File: config.mk
export PLATFORM = sky130hd
export DESIGN_NAME = jtag_tap_slave_flat
export DESIGN_NICKNAME = d
export VERILOG_FILES = /design/src/rtl/jtag_pkg.sv /design/src/rtl/jtag_tap_slave_if.sv /design/src/rtl/jtag_pin_sync.sv /design/src/rtl/jtag_tap_slave.sv /design/src/flat_wrapper.sv
export SDC_FILE = /design/constraint.sdc
export NUM_CORES = 1
export LEC_CHECK = 0
export BUFFER_PORTS_ARGS = -buffer_cell sky130_fd_sc_hd__buf_2
export CAP_MARGIN = 20
export CORE_UTILIZATION = 56
export DETAILED_ROUTE_END_ITERATION = 16
export GPL_TIMING_DRIVEN = 0
export MAX_ROUTING_LAYER = met4
export PLACE_DENSITY_LB_ADDON = 0.1
export SLEW_MARGIN = 20
export SYNTH_ARGS = -nofsm -noshare
export SYNTH_HDL_FRONTEND = slang
export SYNTH_SLANG_ARGS = --single-unit
File: constraint.sdc
create_clock -name clk -period 3 [get_ports clk]
set_clock_uncertainty 0.1 [all_clocks]
set_input_delay 0.6 -clock clk [delete_from_list [all_inputs] [get_ports clk]]
set_output_delay 0.6 -clock clk [all_outputs]
set_load 0.02 [all_outputs]
File: src/rtl/jtag_pkg.sv
// jtag_pkg: TAP state encoding, default instruction codes and widths, IEEE 1149.1 next-state function
package jtag_pkg;
  localparam int IR_LEN_DEF = 10;
  localparam int DR_LEN_DEF = 8;
  localparam logic [9:0] INSTR_DATA_DEF = 10'b0110011100;
  localparam logic [9:0] INSTR_IDCODE_DEF = 10'b0000000001;
  localparam logic [31:0] IDCODE_DEF = 32'h1234_5A5B;
  typedef enum logic [3:0] {
    TLR, RTI, SEL_DR, CAP_DR, SH_DR, EX1_DR, PAU_DR, EX2_DR,
    UPD_DR, SEL_IR, CAP_IR, SH_IR, EX1_IR, PAU_IR, EX2_IR, UPD_IR
  } tap_state_t;
  function automatic tap_state_t tap_next(tap_state_t s, logic tms);
    case (s)
      TLR:     return tms ? TLR    : RTI;
      RTI:     return tms ? SEL_DR : RTI;
      SEL_DR:  return tms ? SEL_IR : CAP_DR;
      CAP_DR:  return tms ? EX1_DR : SH_DR;
      SH_DR:   return tms ? EX1_DR : SH_DR;
      EX1_DR:  return tms ? UPD_DR : PAU_DR;
      PAU_DR:  return tms ? EX2_DR : PAU_DR;
      EX2_DR:  return tms ? UPD_DR : SH_DR;
      UPD_DR:  return tms ? SEL_DR : RTI;
      SEL_IR:  return tms ? TLR    : CAP_IR;
      CAP_IR:  return tms ? EX1_IR : SH_IR;
      SH_IR:   return tms ? EX1_IR : SH_IR;
      EX1_IR:  return tms ? UPD_IR : PAU_IR;
      PAU_IR:  return tms ? EX2_IR : PAU_IR;
      EX2_IR:  return tms ? UPD_IR : SH_IR;
      default: return tms ? SEL_DR : RTI;
    endcase
  endfunction
endpackage

File: src/rtl/jtag_tap_slave_if.sv
// jtag_tap_slave_if: JTAG pin bundle (tck/tms/tdi from master, tdo/tdo_en from target) with master/slave modports
interface jtag_tap_slave_if;
  logic tck;
  logic tms;
  logic tdi;
  logic tdo;
  logic tdo_en;
  modport master (output tck, tms, tdi, input tdo, tdo_en);
  modport slave (input tck, tms, tdi, output tdo, tdo_en);
endinterface

File: src/rtl/jtag_pin_sync.sv
// jtag_pin_sync: 2-flop synchronizers for tck/tms/tdi with tck rise/fall detect; ports clk, rst, tck, tms, tdi -> tck_rise, tck_fall, tms_s, tdi_s
module jtag_pin_sync (
  input  logic clk,
  input  logic rst,
  input  logic tck,
  input  logic tms,
  input  logic tdi,
  output logic tck_rise,
  output logic tck_fall,
  output logic tms_s,
  output logic tdi_s
);
  logic [1:0] tck_q, tck_d, tms_q, tms_d, tdi_q, tdi_d;
  logic prev_q, prev_d;
  always_comb begin
    tck_d = {tck_q[0], tck};
    tms_d = {tms_q[0], tms};
    tdi_d = {tdi_q[0], tdi};
    prev_d = tck_q[1];
  end
  always_ff @(posedge clk) begin
    if (rst) begin
      tck_q <= '0;
      tms_q <= '0;
      tdi_q <= '0;
      prev_q <= 1'b0;
    end else begin
      tck_q <= tck_d;
      tms_q <= tms_d;
      tdi_q <= tdi_d;
      prev_q <= prev_d;
    end
  end
  assign tck_rise = tck_q[1] & ~prev_q;
  assign tck_fall = ~tck_q[1] & prev_q;
  assign tms_s = tms_q[1];
  assign tdi_s = tdi_q[1];
endmodule

File: src/rtl/jtag_tap_slave.sv
// jtag_tap_slave: oversampled IEEE 1149.1 TAP target with IR, DATA, IDCODE, BYPASS; ports clk, rst, jtag (slave pins), cap_data, dr_data, dr_valid, ir_value, tap_state
module jtag_tap_slave
  import jtag_pkg::*;
#(
  parameter int IR_LEN = IR_LEN_DEF,
  parameter int DR_LEN = DR_LEN_DEF,
  parameter logic [31:0] IDCODE_VAL = IDCODE_DEF,
  parameter logic [IR_LEN-1:0] INSTR_DATA = IR_LEN'(INSTR_DATA_DEF),
  parameter logic [IR_LEN-1:0] INSTR_IDCODE = IR_LEN'(INSTR_IDCODE_DEF)
) (
  input  logic clk,
  input  logic rst,
  jtag_tap_slave_if.slave jtag,
  input  logic [DR_LEN-1:0] cap_data,
  output logic [DR_LEN-1:0] dr_data,
  output logic dr_valid,
  output logic [IR_LEN-1:0] ir_value,
  output logic [3:0] tap_state
);
  logic tck_rise, tck_fall, tms_s, tdi_s;
  tap_state_t state_q, state_d;
  logic [IR_LEN-1:0] ir_q, ir_d, ir_sh_q, ir_sh_d;
  logic [DR_LEN-1:0] dr_sh_q, dr_sh_d, dr_q, dr_d;
  logic [31:0] id_sh_q, id_sh_d;
  logic byp_q, byp_d, tdo_q, tdo_d, tdo_en_q, tdo_en_d, valid_q, valid_d;
  logic sel_data, sel_id, dr_lsb;
  jtag_pin_sync u_sync (
    .clk(clk),
    .rst(rst),
    .tck(jtag.tck),
    .tms(jtag.tms),
    .tdi(jtag.tdi),
    .tck_rise(tck_rise),
    .tck_fall(tck_fall),
    .tms_s(tms_s),
    .tdi_s(tdi_s)
  );
  always_comb begin
    sel_data = ir_q == INSTR_DATA;
    sel_id = ir_q == INSTR_IDCODE;
    dr_lsb = sel_data ? dr_sh_q[0] : sel_id ? id_sh_q[0] : byp_q;
    state_d = state_q;
    ir_d = ir_q;
    ir_sh_d = ir_sh_q;
    dr_sh_d = dr_sh_q;
    dr_d = dr_q;
    id_sh_d = id_sh_q;
    byp_d = byp_q;
    tdo_d = tdo_q;
    tdo_en_d = tdo_en_q;
    valid_d = 1'b0;
    if (tck_rise) begin
      state_d = tap_next(state_q, tms_s);
      tdo_en_d = state_d == SH_DR || state_d == SH_IR;
      if (state_q == TLR) ir_d = INSTR_IDCODE;
      if (state_q == CAP_IR) ir_sh_d = IR_LEN'(1);
      if (state_q == SH_IR) ir_sh_d = {tdi_s, ir_sh_q[IR_LEN-1:1]};
      if (state_q == CAP_DR || state_q == SH_DR) begin
        if (sel_data) dr_sh_d = state_q == CAP_DR ? cap_data : {tdi_s, dr_sh_q[DR_LEN-1:1]};
        else if (sel_id) id_sh_d = state_q == CAP_DR ? IDCODE_VAL : {tdi_s, id_sh_q[31:1]};
        else byp_d = state_q == CAP_DR ? 1'b0 : tdi_s;
      end
    end
    if (tck_fall) begin
      if (state_q == SH_IR) tdo_d = ir_sh_q[0];
      if (state_q == SH_DR) tdo_d = dr_lsb;
      if (state_q == UPD_IR) ir_d = ir_sh_q;
      if (state_q == UPD_DR && sel_data) begin
        dr_d = dr_sh_q;
        valid_d = 1'b1;
      end
    end
  end
  always_ff @(posedge clk) begin
    if (rst) begin
      state_q <= TLR;
      ir_q <= INSTR_IDCODE;
      ir_sh_q <= '0;
      dr_sh_q <= '0;
      dr_q <= '0;
      id_sh_q <= '0;
      byp_q <= 1'b0;
      tdo_q <= 1'b0;
      tdo_en_q <= 1'b0;
      valid_q <= 1'b0;
    end else begin
      state_q <= state_d;
      ir_q <= ir_d;
      ir_sh_q <= ir_sh_d;
      dr_sh_q <= dr_sh_d;
      dr_q <= dr_d;
      id_sh_q <= id_sh_d;
      byp_q <= byp_d;
      tdo_q <= tdo_d;
      tdo_en_q <= tdo_en_d;
      valid_q <= valid_d;
    end
  end
  assign jtag.tdo = tdo_q;
  assign jtag.tdo_en = tdo_en_q;
  assign dr_data = dr_q;
  assign dr_valid = valid_q;
  assign ir_value = ir_q;
  assign tap_state = state_q;
endmodule

File: src/flat_wrapper.sv
// flat-port wrapper written by rule: the top's interface ports become plain ports
module jtag_tap_slave_flat import jtag_pkg::*;
#(
  parameter int IR_LEN = IR_LEN_DEF,
  parameter int DR_LEN = DR_LEN_DEF,
  parameter logic [31:0] IDCODE_VAL = IDCODE_DEF,
  parameter logic [IR_LEN-1:0] INSTR_DATA = IR_LEN'(INSTR_DATA_DEF),
  parameter logic [IR_LEN-1:0] INSTR_IDCODE = IR_LEN'(INSTR_IDCODE_DEF)
)
  (clk, rst, cap_data, dr_data, dr_valid, ir_value, tap_state, jtag_tck, jtag_tms, jtag_tdi, jtag_tdo, jtag_tdo_en);
  jtag_tap_slave_if jtag_i ();
  input  logic clk;
  input  logic rst;
  input  logic [DR_LEN-1:0] cap_data;
  output logic [DR_LEN-1:0] dr_data;
  output logic dr_valid;
  output logic [IR_LEN-1:0] ir_value;
  output logic [3:0] tap_state;
  input wire logic [$bits(jtag_i.tck)-1:0] jtag_tck;
  input wire logic [$bits(jtag_i.tms)-1:0] jtag_tms;
  input wire logic [$bits(jtag_i.tdi)-1:0] jtag_tdi;
  output wire logic [$bits(jtag_i.tdo)-1:0] jtag_tdo;
  output wire logic [$bits(jtag_i.tdo_en)-1:0] jtag_tdo_en;
  assign jtag_i.tck = jtag_tck;
  assign jtag_i.tms = jtag_tms;
  assign jtag_i.tdi = jtag_tdi;
  assign jtag_tdo = jtag_i.tdo;
  assign jtag_tdo_en = jtag_i.tdo_en;
  jtag_tap_slave #(.IR_LEN(IR_LEN), .DR_LEN(DR_LEN), .IDCODE_VAL(IDCODE_VAL), .INSTR_DATA(INSTR_DATA), .INSTR_IDCODE(INSTR_IDCODE)) u_core (.clk(clk), .rst(rst), .jtag(jtag_i), .cap_data(cap_data), .dr_data(dr_data), .dr_valid(dr_valid), .ir_value(ir_value), .tap_state(tap_state));
endmodule
Word level (Yosys, flattened, before mapping)
Cells that the tools add are included.

Output and inout port bits: 25. Bits in registers: 83. Input port bits: 13. Logic and storage cells: 82.

Multiplexer cells: 28. Bitwise operators: 7. Reduce and logical (&&, ||, !) cells: 15. Equal/unequal tests: 18.

Operator list (number): 2-to-1 mux 10 bit (6); case mux 4 bit (11 select lines) (1); equality test 4 bit (second input constant) (9); 2-to-1 mux 32 bit (1); equality test 4 x 3 -> 1 bit (second input constant) (5); 2-to-1 mux 4 bit (5); equality test 10 x 1 -> 1 bit (second input constant) (1); equality test 10 x 9 -> 1 bit (second input constant) (1); 2-to-1 mux 1 bit (9); equality test 4 x 2 -> 1 bit (second input constant) (2); 2-to-1 mux 8 bit (1); AND reduction 4 bit (2); 2-to-1 mux 2 bit (3); 2-to-1 mux 3 bit (2); AND reduction 2 bit (3); OR reduction 2 bit (3); inverter 1 bit (5); logical NOT 4 bit (1); nonzero test 2 bit (2); AND reduction 3 bit (1); AND 1 bit (2); logical OR 1 bit (2); logical AND 1 bit (1).

Longest topological paths before layout
Gate-level depths: netlist of the first run.

Depth in word-level cells: 6. Depth in mapped cells: 7.

Modules after synthesis
Synthesis of the first run repeated with hierarchy kept, for this count alone.

Cells, all modules: 413. Area, all modules: 3404.5 µm².

Modules (own cells, without submodules): jtag_tap_slave (times used 1, area each 3208.1 µm², seq. area each 1521.5 µm², cells each 397); jtag_pin_sync (times used 1, area each 196.4 µm², seq. area each 140.1 µm², cells each 16).

Worst setup path after synthesis of the first run
No wires, ideal clock.

Path kind: reg-to-reg. Start: reg u_core.ir_q[6], in the netlist u_core.ir_value[6]. End: reg u_core.id_sh_q[31]. Data arrival time: 1945 ps. Period minus slack after synthesis: 2116 ps. Stages on the path, launching flop included: 7. Data required time: 2830 ps. Path slack: 884 ps. Cells stage by stage: dfxtp_1 or4_4 buf_6 or3_4 buf_6 or3_1 a21oi_1.

Cells in the longest elaborated chain, start to end: 3. Elaborated cells on any way between the ends: 4. Those cells by class: eq/ne (2); bitwise (1); reduce/logical (1).

Ends and longest elaborated chain: start: declaration (line jtag_tap_slave.sv:22) `logic [IR_LEN-1:0] ir_q, ir_d, ir_sh_q, ir_sh_d;`; start signal: assignment (line jtag_tap_slave.sv:88) `ir_q <= ir_d;`; equality test 10 x 9 -> 1 bit (line jtag_tap_slave.sv:39) `sel_data = ir_q == INSTR_DATA;`; inverter 1 bit (no source line); AND reduction 4 bit (no source line) *; end signal: assignment (line jtag_tap_slave.sv:92) `id_sh_q <= id_sh_d;`; end: declaration (line jtag_tap_slave.sv:24) `logic [31:0] id_sh_q, id_sh_d;`.

Every way passes the cells marked *; elsewhere a longest branch is shown, timed or not. A chain may end at the register's enable or synchronous reset.

Worst setup path in the final report of the first run
Start: reg u_core.state_q[1], in the netlist u_core.tap_state[1]. End: reg u_core.id_sh_q[26].

Cells in the longest elaborated chain, start to end: 3. Elaborated cells on any way between the ends: 5. Those cells by class: eq/ne (2); mux (1); reduce/logical (2).

Ends and longest elaborated chain: start: declaration (line jtag_tap_slave.sv:21) `tap_state_t state_q, state_d;`; start signal: assignment (line jtag_tap_slave.sv:87) `state_q <= state_d;`; equality test 4 x 2 -> 1 bit / equality test 4 x 3 -> 1 bit (equally long branches) (line jtag_tap_slave.sv:58, jtag_tap_slave.sv:60); logical OR 1 bit (line jtag_tap_slave.sv:58) `if (state_q == CAP_DR || state_q == SH_DR) begin`; AND reduction 4 bit (no source line).

Parallel ways exist; a longest one is shown, timed or not.

==> results.ini, run 1 <==
[clock_tree]
clkTransAtPathRegs_ps = 80
cts_tree = yes
numCtsBuffers = 9
insertion_delay_ps = 350
cts_buffer_depth = 2
postCtsHoldBufs = 0
cts-root-buf = clkbuf_8
post_cts_resized = 0
htree_levels = 3
cts_setup_buffers = 0
cts.sinks = 83

[timing]
fin_ws_ps = 683
tightest_slew_ps = 946
hold_violations = 0
relSlewSlack = 0.370
drv_slew = 0
period_share = 0.772
fmax_mhz = 432
rsz0062_at_grt = false
final.setup.tns_ps = 0
setup_viol = 0
period_minus_slack_ps = 2320

[worst_setup_path]
worstPathArrival_ps = 2490
crit_slowest_cell = clkbuf_1
crit_chain = clkbuf_1 -> and3b_1 -> o21a_1 -> clkbuf_1 -> clkbuf_1 -> nand4_1 -> a21oi_1
cp.required_ps = 3170
worstSetupPathType = flip-flop to flip-flop
crit_path_max_fanout = 10
cpPeakStageDelay_ps = 380
worstSetupEndpointType = flip-flop
cp-start-kind = flip-flop
cp_common_cell = clkbuf_1

[placed_design]
portBuffers = 36
hpwl_um = 5780
pre_cts_ws_ps = 531
place.gp.congestion = 0.835

[logic_synthesis]
async_reset_ff_frac = 0
netlist_instances = 426
ys_seq_area_frac = 0.468
synth_cell_type_count = 48
ys_warn_count = 0
synth_edf_count = 0
synth_top_flop_cell = dfxtp_1
synth_fp_nets = 439
synthesis.area_um2 = 3550
syn_area_per_cell_um2 = 8.34
ys_ff_latch = 83

[layout]
fillers = 520
final_cell_mix = dfxtp_1 (83), a21oi_1 (60), buf_2 (43)
seqCellArea_um2 = 1660
layout_commonest_cell = dfxtp_1
multiInputGateArea_um2 = 1690
layout-drive-gt1-share = 0.140
n_antenna_cell = 0
area_delta_synth_final_pct = 13.9
num-nets-final = 486

[pwr]
powerDensity_nw_per_um2 = 509
ir_worst_vdd_mv = 0.352
p_leak_nw = 1.35

[die]
rows = 28
die_w_um = 81.6
fp.dieArea_um2 = 6660
initial_utilization = 0.589
die_h_um = 81.6
ios = 38
core_area_um2 = 6030

[detailed_routing]
drc = 0
final_antenna_net_count = 0
wire_per_inst_um = 15.4
vias_per_cell = 6.09
vias = 3364
drt-initial-drc-count = 213
drtPass1Iterations = 5
wl_um = 8480

[hold_path]
hold_path.class = flip-flop to flip-flop

[grt]
overflow = 0
grt_pass1_vias = 2945
antenna_found_initial = 0
grt_pass1_wl_um = 13600
grt_max_degree = 14
grt.total_usage = 0.276

[run_status]
status = finished, final reports clean

[run]
drv_cap = 0

[power by group]
| part | total [mW] | switching (mW) | internal, mW | leakage (nW) |
|---|---|---|---|---|
| registers | 1.11 | 0.00289 | 1.11 | 0.670 |
| clock network | 0.873 | 0.383 | 0.489 | 0.110 |
| logic | 0.0757 | 0.0535 | 0.0222 | 0.569 |
| total | 2.06 | 0.440 | 1.62 | 1.35 |
[registers in the layout, indices dropped and copies added, names as in the netlist]
signal                flops
u_core.id_sh_q           32
u_core.ir_sh_q           10
u_core.ir_value          10
u_core.dr_data            8
u_core.dr_sh_q            8
u_core.tap_state          4
u_core.u_sync.tck_q       2
u_core.u_sync.tdi_q       2
u_core.u_sync.tms_q       2
u_core.byp_q              1
u_core.dr_valid           1
u_core.jtag.tdo           1
u_core.jtag.tdo_en        1
u_core.u_sync.prev_q      1
[worst max-delay path, delay by kind of cell (launching register included)]
| family | cells | cell delay, ps |
|---|---|---|
| AOI/OAI and AO/OA | 2 | 370 |
| buffers and inverters | 3 | 1080 |
| DFF | 1 | 330 |
| and+or+nand+nor | 2 | 370 |
[path summary, 6_finish.rpt]
check	slack, ps	to	start	cells past startpoint
setup / recovery	680	u_core.id_sh_q[26]	u_core.tap_state[1]	7
hold / removal	350	u_core.u_sync.tdi_q[1]	u_core.u_sync.tdi_q[0]	1
setup reg to reg	680	u_core.id_sh_q[26]	u_core.tap_state[1]	7
hold reg to reg	350	u_core.u_sync.tdi_q[1]	u_core.u_sync.tdi_q[0]	1
[area by class of cell]
class,count,area share
clock inverters,4,0.0182
inverters,7,0.00650
clock buffers,11,0.0350
multi-input cells,294,0.417
well taps,75,0.0232
flip-flops and latches,83,0.411
repair buffers,36,0.0445
plain buffers,42,0.0448
[per-layer routing]
layer | vias to the layer above | track usage | wire length [µm] | part of all wire
li1 | 1643 | - | - | -
met1 | 1581 | 0.355 | 3950 | 0.47
met2 | 128 | 0.434 | 3900 | 0.46
met3 | 12 | 0.0544 | 519 | 0.061
met4 | 0 | 0.0930 | 115 | 0.014
met5 | - | - | 0 | 0
[cells in the mapped netlist, types with 10 or more instances]
| master | number | area share |
|---|---|---|
| nand3_1 | 18 | 0.025 |
| nor2_1 | 29 | 0.031 |
| o21ai_0 | 31 | 0.044 |
| clkbuf_1 | 33 | 0.035 |
| nor2b_1 | 11 | 0.019 |
| a311oi_1 | 11 | 0.027 |
| dfxtp_1 | 83 | 0.47 |
| a211oi_1 | 16 | 0.034 |
| nand2_1 | 33 | 0.035 |
| a22oi_1 | 10 | 0.021 |
| nand4_1 | 17 | 0.030 |
| a21oi_1 | 60 | 0.085 |
[metrics by stage]
stage | instances | instance area, µm² | hold WS [ps] | util | power, mW
4_1_cts | 552 | 4040 | 353 | 0.670 | 2.07
5_1_grt | 552 | 4050 | 372 | 0.671 | 2.12
6_report | 552 | 4050 | 350 | 0.671 | 2.06
3_5_place_dp | 537 | 3820 | 336 | 0.635 | 1.21
3_3_place_gp | 537 | 3820 | 317 | 0.635 | 1.21
2_1_floorplan | 426 | 3550 | 314 | - | 1.18
[cells by family after synthesis]
kind of cell	count (synthesis)	synth area share
compound gates	146	0.250
flops	83	0.468
buf+inv	49	0.0585
xor+xnor	1	0.00247
mux	1	0.00317
simple gates	146	0.218
No activity file was read; power rests on OpenSTA's default activity.
==> run 2: changes to the inputs <==
==> constraint.sdc (replaced) <==
create_clock -name clk -period 2.2 [get_ports clk]
set_clock_uncertainty 0.1 [all_clocks]
set_input_delay 0.44 -clock clk [delete_from_list [all_inputs] [get_ports clk]]
set_output_delay 0.44 -clock clk [all_outputs]
set_load 0.02 [all_outputs]
==> run 2 against run 1 <==
Effect of this change:
- die area is the same
- non-clock buffer count is 2 lower
- register-to-register slack lost 640 ps
- core utilization increased by 1.1 points
- global-route usage rose by 0.073 points
- highest routed layer unchanged
==> results.ini, run 2 (same netlist as run 1, synthesis figures left out) <==
[hold_path]
hold_depth = 2  ; +1
hold_path.class = input port to flip-flop

[clock_tree]
htree_levels = 3  ; unchanged
clkTransAtPathRegs_ps = 80  ; about the same
postCtsHoldBufs = 0  ; unchanged
cts_tree = yes
cts.sinks = 83  ; unchanged
numCtsBuffers = 9  ; unchanged
cts_buffer_depth = 2  ; unchanged
insertion_delay_ps = 350  ; about the same
cts-root-buf = clkbuf_8

[timing]
period_minus_slack_ps = 2160  ; -157 ps
setup_viol = 0  ; unchanged
hold_violations = 0  ; unchanged
relSlewSlack = 0.475  ; +0.106
final.hold.worst_slack_ps = 212  ; -139 ps
period_share = 0.982  ; +0.210
drv_slew = 0  ; unchanged
rsz0062_at_grt = true
tightest_slew_ps = 776  ; -170 ps
fmax_mhz = 463  ; +7.3%

[layout]
largest-register = u_core.id_sh_q
layout-drive-gt1-share = 0.173  ; +0.0322
layout_commonest_cell = dfxtp_1
final_cell_mix = dfxtp_1 (82), a21oi_1 (60), buf_2 (41)
num-nets-final = 484  ; -0.41%
area_delta_synth_final_pct = 15.8
largest_reg_flops = 32  ; unchanged
n_antenna_cell = 0  ; unchanged
fin_util = 0.682  ; +0.0108

[pwr]
p_int_mw = 2.21  ; +36%
p_leak_nw = 1.38  ; +2.5%
ir_worst_vdd_mv = 0.484  ; +37%
pwr-share-seq = 0.538  ; about the same
power.switching_uw = 610  ; +39%
p_clk_frac = 0.425  ; about the same
powerDensity_nw_per_um2 = 686  ; +35%
comb_power_share = 0.037  ; about the same
switching_share = 0.216  ; +0.00279
finalPower_mw = 2.82  ; +37%

[grt]
overflow = 0  ; unchanged
grt_pass1_vias = 2951  ; +0.20%
grt.total_usage = 0.277  ; +0.000729
antenna_found_initial = 0  ; unchanged
grt_max_degree = 20  ; +6
grt_pass1_wl_um = 13700  ; +0.26%

[detailed_routing]
drtPass1Iterations = 4  ; -1
drt-initial-drc-count = 216  ; +1.4%
vias = 3361  ; -0.089%
final_antenna_net_count = 0  ; unchanged
wire_per_inst_um = 15.7  ; +2.4%
wl_um = 8650  ; +2.0%
drc = 0  ; unchanged
vias_per_cell = 6.11  ; +0.27%

[run]
drv_cap = 0  ; unchanged

[placed_design]
place.gp.congestion = 0.835  ; unchanged
hpwl_um = 5780  ; unchanged
portBuffers = 36  ; unchanged

[worst_setup_path]
crit_path_max_fanout = 19  ; +9
rrSetupSlack_ps = 40  ; -640 ps
cp-start-kind = flip-flop
worstPathArrival_ps = 2340  ; -150 ps
worstSetupPathType = flip-flop to flip-flop
cp.required_ps = 2380  ; -790 ps
worstSetupEndpointType = flip-flop
r2r_cells = 5  ; -2

[die]
rows = 28  ; unchanged
initial_utilization = 0.589  ; unchanged
die_h_um = 81.6  ; unchanged
core_area_um2 = 6030  ; unchanged
fp.dieArea_um2 = 6660  ; unchanged
die_w_um = 81.6  ; unchanged
ios = 38  ; unchanged

[run_status]
status = finished, final reports clean

==> run 2: cell types whose count changed in the layout (fill, tap and decap cells not counted), moves of 2 or more <==
cell,before,now
a311oi_1,11,9
a311oi_2,0,2
buf_2,43,41
clkbuf_1,34,27
nor2_4,0,2
clkbuf_2,0,5
nor3_1,8,6
buf_4,0,2
==> run 2: final timing paths <==
check / start / to
hold reg to reg: u_core.u_sync.tdi_q[0] / u_core.u_sync.tdi_q[1]
setup / recovery: u_core.ir_value[4] / u_core.id_sh_q[31]
hold / removal: jtag_tck / u_core.u_sync.tck_q[0]
setup reg to reg: u_core.ir_value[4] / u_core.id_sh_q[31]
==> run 2: metal layers <==
metal | track usage | share of wire | wire length (µm)
met5 | - | 0 | 0
met4 | 0.0965 | 0.014 | 119
met3 | 0.0544 | 0.057 | 494
met2 | 0.437 | 0.46 | 3990
met1 | 0.353 | 0.47 | 4050
==> run 2: timing repair <==
item | in CTS | in global routing
endpoints found under the setup margin | 39 | 55
setup buffers | 0 | 0
cloned | 0 | 1
pin swaps | 0 | 3
gates resized for setup | 6 | 23
==> run 2: area by class of cell <==
type	instances	area (µm²)
fill	508	1920
sequential	83	1660
clock inverter	4	73.8
tap	75	93.8
inverter	7	26.3
timing repair buffer	37	185
clock buffer	11	141
buffer	39	180
multi-input combinational	294	1750
==> run 2: worst max-delay path, stage by stage, from the launching register on <==
cell	delay [ps]
dfxtp_1	350
or4b_4	580
or3_4	420
buf_6	170
or3_1	350
a21oi_1	120
==> run 2: through the flow <==
| stage | std cells | setup TNS, ps | area (µm²) | setup WS [ps] |
|---|---|---|---|---|
| 2_1_floorplan | 426 | 0 | 3550 | 84.2 |
| 3_3_place_gp | 537 | -1420 | 3820 | -116 |
| 3_5_place_dp | 537 | -3090 | 3820 | -269 |
| 4_1_cts | 551 | 0 | 4060 | 16.8 |
| 5_1_grt | 550 | -129 | 4110 | -63.7 |
| 6_report | 550 | 0 | 4110 | 39.8 |
==> run 2: power by group through the flow <==
stage | clock network [mW] | registers (mW) | logic [mW]
floorplan | 0 | 1.55 | 0.0627
global placement | 0 | 1.55 | 0.0994
detailed placement | 0 | 1.55 | 0.101
CTS | 1.21 | 1.51 | 0.102
global route | 1.27 | 1.52 | 0.112
finish | 1.20 | 1.52 | 0.104
==> run 3: changes to the inputs <==
--- a/config.mk
+++ b/config.mk
@@ -7,7 +7,7 @@
 export LEC_CHECK = 0
 export BUFFER_PORTS_ARGS = -buffer_cell sky130_fd_sc_hd__buf_2
 export CAP_MARGIN = 20
-export CORE_UTILIZATION = 56
+export CORE_UTILIZATION = 58
 export DETAILED_ROUTE_END_ITERATION = 16
 export GPL_TIMING_DRIVEN = 0
 export MAX_ROUTING_LAYER = met4
==> run 3 against run 2 <==
Effect of this change:
- combinational power about the same
- power down 4.8%
- core utilization up 0.70 points
- sequential power about the same
- register-to-register slack improved by 20 ps
- clock-buffer cell count stayed put
- largest cell class unchanged
==> results.ini, run 3 (same netlist as run 1, synthesis figures left out) <==
[run_status]
status = finished, final reports clean

[pwr]
p_clk_frac = 0.396  ; -0.029
pwr-share-seq = 0.564  ; +0.026
power.switching_uw = 601  ; -1.4%
powerDensity_nw_per_um2 = 657  ; -4.1%
p_leak_nw = 1.38  ; about the same
p_int_mw = 2.08  ; -5.8%
finalPower_mw = 2.68  ; -4.8%
comb_power_share = 0.039  ; +0.002
ir_worst_vdd_mv = 0.426  ; -12%
switching_share = 0.224  ; +0.00768

[detailed_routing]
wire_per_inst_um = 15.9  ; +1.0%
wl_um = 8720  ; +0.83%
drtPass1Iterations = 5  ; +1
drc = 0  ; unchanged
vias_per_cell = 6.10  ; -0.15%
vias = 3350  ; -0.33%
drt-initial-drc-count = 249  ; +15%
final_antenna_net_count = 0  ; unchanged

[grt]
antenna_found_initial = 0  ; unchanged
grt_pass1_vias = 2871  ; -2.7%
grt.total_usage = 0.288  ; +0.0113
grt_pass1_wl_um = 13800  ; +1.1%
overflow = 0  ; unchanged
grt_max_degree = 20  ; unchanged

[hold_path]
hold_path.class = input port to flip-flop

[timing]
period_share = 0.973  ; -0.00869
fmax_mhz = 467  ; +0.89%
hold_violations = 0  ; unchanged
tightest_slew_ps = 878  ; +102 ps
setup_viol = 0  ; unchanged
relSlewSlack = 0.414  ; -0.0609
final.hold.worst_slack_ps = 195  ; -16.9 ps
drv_slew = 0  ; unchanged
final.setup.tns_ps = 0  ; unchanged
rsz0062_at_grt = true
fin_ws_ps = 58.9  ; +19.1 ps
period_minus_slack_ps = 2140  ; -19.1 ps

[clock_tree]
cts_setup_buffers = 0  ; unchanged
cts_tree = yes
clkTransAtPathRegs_ps = 80  ; about the same
htree_levels = 3  ; unchanged
cts.sinks = 83  ; unchanged
insertion_delay_ps = 350  ; about the same
cts-root-buf = clkbuf_8
postCtsHoldBufs = 0  ; unchanged
cts_buffer_depth = 2  ; unchanged
numCtsBuffers = 9  ; unchanged

[worst_setup_path]
cpPeakStageDelay_ps = 580  ; about the same
worstSetupPathType = flip-flop to flip-flop
rrSetupSlack_ps = 60  ; +20 ps
worstSetupEndpointType = flip-flop
crit_slowest_cell = or4b_4
crit_path_max_fanout = 19  ; unchanged
cp-start-kind = flip-flop
worstPathArrival_ps = 2320  ; -20 ps
crit_chain = or4b_4 -> or3_4 -> buf_6 -> or3_1 -> a21oi_1
cp.required_ps = 2380  ; about the same

[layout]
final_cell_mix = dfxtp_1 (82), a21oi_1 (60), buf_2 (38)
fin_util = 0.689  ; +0.00704
layout_commonest_cell = dfxtp_1
area_delta_synth_final_pct = 14.9
layout-drive-gt1-share = 0.173  ; +0.000364
stdcell_count = 549  ; -0.18%
largest-register = u_core.id_sh_q
num-nets-final = 484  ; unchanged
final_cell_area_um2 = 4080  ; -0.73%
largest_reg_flops = 32  ; unchanged
n_antenna_cell = 0  ; unchanged

[die]
die_h_um = 80.2  ; -1.7%
die_w_um = 80.2  ; -1.7%
rows = 28  ; unchanged
fp.dieArea_um2 = 6440  ; -3.4%
ios = 38  ; unchanged
initial_utilization = 0.600  ; +0.0105
core_area_um2 = 5920  ; -1.7%

[placed_design]
pre_cts_ws_ps = -168  ; +102 ps
place.gp.congestion = 0.893  ; +7.0%
place_area_um2 = 3820  ; unchanged
dp_cells = 537  ; unchanged
hpwl_um = 5900  ; +2.0%
portBuffers = 36  ; unchanged

[run]
drv_cap = 0  ; unchanged

==> run 3: changes by cell type in the layout (fill, tap and decap cells not counted), sizes merged <==
cell / delta
inv: -1
clkinv: +1
buf: -3
clkbuf: +3
bufinv: -1
==> run 3: final timing paths <==
| path | startpoint | end | cells after the start |
|---|---|---|---|
| min | jtag_tms | u_core.u_sync.tms_q[0] | 2 |
| max reg2reg | u_core.ir_value[2] | u_core.id_sh_q[31] | 5 |
| max | u_core.ir_value[2] | u_core.id_sh_q[31] | 5 |
| min reg2reg | u_core.u_sync.tms_q[0] | u_core.u_sync.tms_q[1] | 1 |
==> run 3: worst max-delay path: cells and delay by family, from the launching register on <==
family | cells | cell delay (ps)
AO/OA/AOI/OAI | 1 | 120
flip-flops | 1 | 340
AND/OR/NAND/NOR | 3 | 1340
buffers and inverters | 1 | 170
==> run 3: area by class of cell <==
class | instances | area (µm²)
buffer | 40 | 191
clock buffer | 11 | 141
clock inverter | 3 | 40.0
fill | 505 | 1840
inverter | 7 | 26.3
multi-input combinational | 294 | 1740
sequential | 83 | 1660
tap | 75 | 93.8
timing repair buffer | 36 | 180
==> run 3: per-layer routing <==
layer | track usage | wire length, µm | up-vias
met3 | 0.0477 | 511 | 18
li1 | - | - | 1642
met4 | 0.139 | 191 | 0
met1 | 0.386 | 4080 | 1569
met2 | 0.421 | 3940 | 121
met5 | - | 0 | -
==> run 3: power groups by stage <==
| stage | Sequential [mW] | Combinational, mW | Clock [mW] |
|---|---|---|---|
| after global routing | 1.51 | 0.113 | 1.12 |
| after CTS | 1.51 | 0.101 | 1.06 |
| final | 1.51 | 0.105 | 1.06 |
| after detailed placement | 1.55 | 0.101 | 0 |
| after global placement | 1.55 | 0.0990 | 0 |
| after floorplan | 1.55 | 0.0627 | 0 |
==> run 3: repair_timing <==
item,4_1_cts,5_1_grt
pin swaps,0,4
setup endpoints to repair,34,51
gates resized for setup,8,26
